### config.mk
export PLATFORM = sky130hd
export DESIGN_NAME = change_dispenser
export DESIGN_NICKNAME = d
export VERILOG_FILES = /design/src/rtl/change_dispenser.sv
export SDC_FILE = /design/constraint.sdc
export NUM_CORES = 1
export LEC_CHECK = 0
export CAP_MARGIN = 20
export CORE_AREA = 2 2 69 71
export DETAILED_ROUTE_END_ITERATION = 16
export DIE_AREA = 0 0 71 73
export PLACE_DENSITY = 0.77
export SLEW_MARGIN = 20
export SYNTH_ARGS = -nofsm -noshare
export SYNTH_HDL_FRONTEND = slang
export SYNTH_SLANG_ARGS = --single-unit
### constraint.sdc
create_clock -name clk -period 2.4 [get_ports clk]
set_clock_uncertainty 0.15 [all_clocks]
set_input_delay 0.48 -clock clk [delete_from_list [all_inputs] [get_ports clk]]
set_output_delay 0.48 -clock clk [all_outputs]
set_load 0.01 [all_outputs]
### src/rtl/change_dispenser.sv
// rtl/change_dispenser.sv - greedy coin change dispenser with per-denomination stock counters
module change_dispenser #(
    parameter int AMT_W   = 8,
    parameter int CNT_W   = 4,
    parameter int INIT_20 = 4,
    parameter int INIT_10 = 4,
    parameter int INIT_5  = 4
) (
    input  logic             clk,
    input  logic             reset,
    input  logic             req_valid,
    output logic             req_ready,
    input  logic [AMT_W-1:0] change_amt,
    input  logic             coin_ready,
    input  logic             abort,
    input  logic             refill,
    output logic             deno_20,
    output logic             deno_10,
    output logic             deno_5,
    output logic             done,
    output logic             short,
    output logic [AMT_W-1:0] remaining,
    output logic [CNT_W-1:0] stock_20,
    output logic [CNT_W-1:0] stock_10,
    output logic [CNT_W-1:0] stock_5,
    output logic [1:0]       state
);

    typedef enum logic [1:0] {
        S_IDLE     = 2'd0,
        S_DISPENSE = 2'd1,
        S_DONE     = 2'd2
    } state_t;

    localparam logic [CNT_W-1:0] INIT_20_C = CNT_W'(INIT_20);
    localparam logic [CNT_W-1:0] INIT_10_C = CNT_W'(INIT_10);
    localparam logic [CNT_W-1:0] INIT_5_C  = CNT_W'(INIT_5);
    localparam logic [AMT_W-1:0] D20       = AMT_W'(20);
    localparam logic [AMT_W-1:0] D10       = AMT_W'(10);
    localparam logic [AMT_W-1:0] D5        = AMT_W'(5);
    localparam logic [CNT_W-1:0] ONE_C     = CNT_W'(1);

    state_t           state_q, state_d;
    logic [AMT_W-1:0] remaining_q, remaining_d;
    logic             short_q, short_d;
    logic             done_q, done_d;
    logic             deno_20_q, deno_20_d;
    logic             deno_10_q, deno_10_d;
    logic             deno_5_q, deno_5_d;
    logic [CNT_W-1:0] stock_20_q, stock_20_d;
    logic [CNT_W-1:0] stock_10_q, stock_10_d;
    logic [CNT_W-1:0] stock_5_q, stock_5_d;

    logic can_20, can_10, can_5;

    // A denomination is usable only if it fits the debt and a coin is in stock.
    always_comb begin
        can_20 = (remaining_q >= D20) && (stock_20_q != '0);
        can_10 = (remaining_q >= D10) && (stock_10_q != '0);
        can_5  = (remaining_q >= D5)  && (stock_5_q  != '0);
    end

    always_comb begin
        state_d     = state_q;
        remaining_d = remaining_q;
        short_d     = short_q;
        done_d      = 1'b0;
        deno_20_d   = 1'b0;
        deno_10_d   = 1'b0;
        deno_5_d    = 1'b0;
        stock_20_d  = stock_20_q;
        stock_10_d  = stock_10_q;
        stock_5_d   = stock_5_q;
        case (state_q)
            S_IDLE: begin
                if (req_valid) begin
                    remaining_d = change_amt;
                    short_d     = 1'b0;
                    state_d     = S_DISPENSE;
                end
                if (refill) begin
                    stock_20_d = INIT_20_C;
                    stock_10_d = INIT_10_C;
                    stock_5_d  = INIT_5_C;
                end
            end
            S_DISPENSE: begin
                if (abort) begin
                    state_d = S_DONE;
                    done_d  = 1'b1;
                    short_d = (remaining_q != '0);
                end else if (remaining_q == '0) begin
                    state_d = S_DONE;
                    done_d  = 1'b1;
                    short_d = 1'b0;
                end else if (can_20) begin
                    if (coin_ready) begin
                        deno_20_d   = 1'b1;
                        remaining_d = remaining_q - D20;
                        stock_20_d  = stock_20_q - ONE_C;
                    end
                end else if (can_10) begin
                    if (coin_ready) begin
                        deno_10_d   = 1'b1;
                        remaining_d = remaining_q - D10;
                        stock_10_d  = stock_10_q - ONE_C;
                    end
                end else if (can_5) begin
                    if (coin_ready) begin
                        deno_5_d    = 1'b1;
                        remaining_d = remaining_q - D5;
                        stock_5_d   = stock_5_q - ONE_C;
                    end
                end else begin
                    // Nothing payable: residue not a multiple of 5 or stock exhausted.
                    state_d = S_DONE;
                    done_d  = 1'b1;
                    short_d = 1'b1;
                end
            end
            S_DONE: begin
                state_d = S_IDLE;
            end
            default: begin
                state_d = S_IDLE;
            end
        endcase
    end

    always_ff @(posedge clk) begin
        if (reset) begin
            state_q     <= S_IDLE;
            remaining_q <= '0;
            short_q     <= 1'b0;
            done_q      <= 1'b0;
            deno_20_q   <= 1'b0;
            deno_10_q   <= 1'b0;
            deno_5_q    <= 1'b0;
            stock_20_q  <= INIT_20_C;
            stock_10_q  <= INIT_10_C;
            stock_5_q   <= INIT_5_C;
        end else begin
            state_q     <= state_d;
            remaining_q <= remaining_d;
            short_q     <= short_d;
            done_q      <= done_d;
            deno_20_q   <= deno_20_d;
            deno_10_q   <= deno_10_d;
            deno_5_q    <= deno_5_d;
            stock_20_q  <= stock_20_d;
            stock_10_q  <= stock_10_d;
            stock_5_q   <= stock_5_d;
        end
    end

    assign req_ready = (state_q == S_IDLE);
    assign deno_20   = deno_20_q;
    assign deno_10   = deno_10_q;
    assign deno_5    = deno_5_q;
    assign done      = done_q;
    assign short     = short_q;
    assign remaining = remaining_q;
    assign stock_20  = stock_20_q;
    assign stock_10  = stock_10_q;
    assign stock_5   = stock_5_q;
    assign state     = state_q;

endmodule
Yosys cells after proc, flatten, opt, wreduce, memory -nomap -nowiden. Index checks and enable logic that the tools add are counted. W data, S select, Z words.

Register bits after elaboration: 27. Input port bits: 14. Output and inout bits: 28. Word-level logic and storage cells: 110.

Add/subtract/negate cells: 6. Order comparisons: 3. Eq/ne operators: 18. Mux-type cells: 49. Bitwise operators: 4. Reductions and logical operators: 20.

Operator list (number): $mux W8 (9); $mux W4 (16); $pmux W4 S2 (3); $ne A2 B2 Y1 const B (9); $ne A4 B4 Y1 const B (4); $pmux W8 S2 (1); $reduce_and A8 Y1 (2); $mux W1 (12); $mux W2 (6); $reduce_bool A4 Y1 (3); $sub A4 B1 Y4 const B (3); $ne A3 B3 Y1 const B (3); $ge A8 B3 Y1 const B (1); $ge A8 B4 Y1 const B (1); $ge A8 B5 Y1 const B (1); $logic_not A8 Y1 (1); $reduce_bool A8 Y1 (1); $sub A8 B3 Y8 const B (1); $sub A8 B4 Y8 const B (1); $sub A8 B5 Y8 const B (1); $reduce_and A7 Y1 (1); $reduce_or A7 Y1 (1); $reduce_and A6 Y1 (1); $reduce_or A6 Y1 (1); other kinds (12) (17).

Depth between registers and ports, before layout.
Depth after elaboration: 8. Gate-level depth with buffers: 9. Mapped depth without buffers: 8.

Least setup slack after synthesis. No wires, ideal clock.

Path type: reg2reg. From: register remaining_q[1] (netlist: remaining[1]). To: register stock_5_q[1] (netlist: stock_5[1]). Setup time: 0.071 ns. Arrival time: 2.345 ns. Data required time: 2.179 ns. Path slack: -0.165 ns. Stages on the path, launching flop included: 9. Buffers on the path: 0. Clock period less this slack: 2.565 ns. Path through: dfxtp_1 inv_1 ha_1 nor4b_1 o31ai_4 a21oi_2 o31a_1 or4_1 a21oi_1.

Word-level cells in the longest chain between the ends: 4. Elaborated cells between the ends (all ways): 12. Classes of those cells: order compare (3); eq/ne (4); reduce/logical (5).

Ends and longest elaborated chain: start: declaration (RTL line 44) `logic [AMT_W-1:0] remaining_q, remaining_d;`; start signal: assignment (RTL line 144) `remaining_q <= remaining_d;`; $ge A8 B3 Y1 (tied with other cells) (RTL line 60) `can_5 = (remaining_q >= D5) && (stock_5_q != '0);`; $logic_and A1 B1 Y1, on equally long branches (RTL line 60, 58, 59); $ne A2 B2 Y1 (no source line); $reduce_and A8 Y1 (no source line) *; end signal: assignment (RTL line 152) `stock_5_q <= stock_5_d;`; end: declaration (RTL line 52) `logic [CNT_W-1:0] stock_5_q, stock_5_d;`.

Every way passes the cells marked *; elsewhere a longest branch is shown, timed or not. A chain may end at the register's enable or synchronous reset.

Worst setup path after layout.
From: register remaining_q[5] (netlist: remaining[5]). To: register stock_5_q[1] (netlist: stock_5[1]).

The elaborated chain is that of the path after synthesis.

==> results.sh <==
export IMPL_cts_tree="built"
export IMPL_grt_max_degree=17
export IMPL_clock_path_buffers=2
export IMPL_coreArea_um2=4540
export IMPL_cts_buffers_inserted=3
export IMPL_syn_nets=267
export IMPL_place_congestion=0.971
export IMPL_boundaryPins=42
export IMPL_status="complete, but fails checks"
export IMPL_initialDrtViolationCount=211
export IMPL_ys_warn_count=0
export IMPL_fmax_mhz=412
export IMPL_grt_pass1_wl_mm=9.63
export IMPL_startpoint_type="flop"
export IMPL_synth_area_um2=1960
export IMPL_fillers=347
export IMPL_synth_edf_count=0
export IMPL_rows=25
export IMPL_rsz0062_at_grt="true"
export IMPL_syn_mean_instance_area_um2=8.22
export IMPL_finalSetupViolations=2
export IMPL_violations="negative setup slack"
export IMPL_finalWorstSetupSlack_ns=-0.0289
export IMPL_syn2layout_area_growth_pct=53.1
export IMPL_cts_sinks=27
export IMPL_min_period_ns=2.43
export IMPL_ant_nets=0
export IMPL_syn_inst=239
export IMPL_power_mw=2.52
export IMPL_worst_skew_pair_late_latency_ns=0.28
export IMPL_final_cells=378
export IMPL_dp_cells=367
export IMPL_io_buffers=41
export IMPL_hold_buffers=0
export IMPL_clk_pin_slew_worst_paths_ns=0.11
export IMPL_wl_mm=6.51
export IMPL_finalHoldViolations=0
export IMPL_die_area_um2=5180
export IMPL_p_leak_nw=1.16
export IMPL_vias=2319
export IMPL_drc=0
export IMPL_clockRootBuffer="clkbuf_8"
export IMPL_cp_end_kind="flop"
export IMPL_synthArstFlopShare=0
export IMPL_fin_hold_ws_ns=0.393
export IMPL_cp_startpoint="remaining[5]"
export IMPL_slew_violations=0
export IMPL_ys_flop_type="dfxtp_1"
export IMPL_drt_pass1_iterations=5
export IMPL_place_hpwl_mm=4.50
export IMPL_min_from="state[1]"
export IMPL_p_per_area_nw_per_um2=840
export IMPL_routedWlPerCell_um=17.2
export IMPL_synth_largest_area_cell="dfxtp_1"
export IMPL_grt_usage=0.230
export IMPL_cp_max_fo=7
export IMPL_yosysSeqAreaShare=0.275
export IMPL_synth_area_leaders="dfxtp_1 28%, ha_1 8.9%, a21oi_1 4.3%"
export IMPL_worstMarginPinSlew_ns=0.571
export IMPL_worstPathCellList="or3_4, o31ai_4, a21oi_4, o31a_1, or4_4, a21oi_2"
export IMPL_grt_pass1_vias=2103
export IMPL_fin_crit_sh=1.01
export IMPL_crit_required_ns=2.47
export IMPL_vias_per_cell=6.13
export IMPL_drive_gt1_frac=0.312
export IMPL_cpMaxStageDelayCell="or4_4"
export IMPL_htreeDepth=1
export IMPL_critPathArrivalTime_ns=2.50
export IMPL_dpl_instance_area_um2=2730
export IMPL_yosys_register_bits=27
export IMPL_nets=353
export IMPL_die_h_um=73
export IMPL_synth_cell_types=58
export IMPL_synth_top_area_frac=0.275
export IMPL_grt_overflow_total=0
export IMPL_hp_class="flop to flop"
export IMPL_die_x_um=71
export IMPL_post_route_cell_area_um2=3010
export IMPL_diodes=0
export IMPL_start_util=0.433
export IMPL_path_class="flop to flop"
export IMPL_slew_headroom=0.615
export IMPL_antenna_found_initial=0
export IMPL_rr_startpoint="remaining[5]"
export IMPL_cap_violations=0
export IMPL_ir_drop_mv=0.397
export IMPL_max_stage_delay_ns=0.54
[area by class of cell]
type,instances,area [µm²],area share
clock inverters,1,7.51,0.00250
repair buffers,91,790,0.263
multi-input cells,187,1480,0.492
flip-flops and latches,27,561,0.186
well taps,54,67.6,0.0225
inverters,15,61.3,0.0204
clock buffers,3,41.3,0.0137
[state kept, by name, summed over array words and instances (netlist names)]
register and flops:
deno_10 1, stock_20 4, deno_20 1, done 1
state 2, short 1, stock_5 4, deno_5 1
stock_10 4, remaining 8
[repair_timing]
| action | CTS | global route |
|---|---|---|
| setup endpoints to repair | 6 | 17 |
| pin swaps | 2 | 20 |
| buffers inserted | 0 | 8 |
| resized for setup | 2 | 45 |
[cells by family (layout without fill, tap and decap cells)]
group,count (synthesis),after routing,share of synthesized area
compound gates,74,74,0.286
xor+xnor,5,5,0.0223
fa+ha+maj,14,14,0.0892
buf+inv,25,110,0.0535
flops,27,27,0.275
mux,5,5,0.0268
simple gates,89,89,0.247
[final timing paths]
kind | cells past startpoint | slack [ns] | to
worst max register to register | 6 | -0.03 | stock_5[1]
worst min-delay path | 1 | 0.39 | state[0]
worst min register to register | 1 | 0.39 | state[0]
worst max-delay path | 6 | -0.03 | stock_5[1]
[synth_stat cells (2+ instances only)]
cell / n
nor4_1: 4
xor2_1: 5
a32oi_1: 2
a221oi_1: 2
ha_1: 14
clkbuf_1: 7
o31a_1: 2
nand3_1: 8
or3b_2: 2
nor2_1: 19
o211ai_1: 4
a32o_1: 2
o21a_1: 3
nand2_1: 20
dfxtp_1: 27
o31ai_4: 2
or3_1: 3
or4_4: 2
a21o_1: 2
nor3_1: 13
inv_1: 14
nor3b_1: 3
mux2_2: 2
o31ai_1: 6
o21ai_1: 2
nand2b_1: 2
o32ai_1: 3
o21ai_0: 6
a21oi_1: 17
a211oi_1: 9
or4_1: 3
mux2i_1: 3
[critical path, delay by kind of cell (launching register included)]
| kind | cells | cell delay, ns |
|---|---|---|
| simple gates | 2 | 0.95 |
| flops | 1 | 0.37 |
| compound gates | 4 | 0.89 |
[placed cells by master, fill, tap and decap left out, types with 2 or more instances in the layout]
cell             count
xor2_1               5
nand3_1              8
o211ai_1             4
o21ai_0              6
nor3b_1              2
dfxtp_4              4
a21oi_1             15
a21o_1               2
ha_1                10
o31a_1               2
a211oi_1             8
a221oi_1             2
o31ai_1              6
dfxtp_2              4
or4_4                5
clkbuf_8             3
clkdlybuf4s50_1     41
nand2_2              2
a21oi_2              2
or3b_4               2
buf_4               49
mux2i_1              3
ha_4                 3
o21a_1               2
a32o_1               2
inv_1               11
o31ai_4              2
nor2_1              18
nor4_1               4
inv_4                2
o32ai_1              3
nand2_1             17
dfxtp_1             19
nor3_1              12
or3_1                3
nand2b_1             2
[per-layer routing]
| layer | wire [µm] | track usage | up-vias |
|---|---|---|---|
| li1 | - | - | 1077 |
| met1 | 2870 | 0.303 | 1113 |
| met2 | 3120 | 0.385 | 117 |
| met3 | 405 | 0.0207 | 12 |
| met4 | 112 | 0.101 | 0 |
| met5 | 0 | 0 | - |
[where the power goes]
group / leakage, nW / switching (mW) / internal, mW
sequential: 0.224 / 0.0754 / 0.512
clock: 0.0217 / 0.159 / 0.118
combinational: 0.918 / 0.844 / 0.817
total: 1.16 / 1.08 / 1.45
[stage by stage]
stage / setup WS [ns] / util / setup TNS (ns)
2_1_floorplan: -0.00467 / - / -0.00467
3_3_place_gp: -0.00441 / 0.602 / -0.00441
3_5_place_dp: -0.00674 / 0.602 / -0.00674
4_1_cts: 0.00751 / 0.614 / 0
5_1_grt: -0.0996 / 0.663 / -0.494
6_report: -0.0289 / 0.663 / -0.0476
No activity file was read; power rests on OpenSTA's default activity.
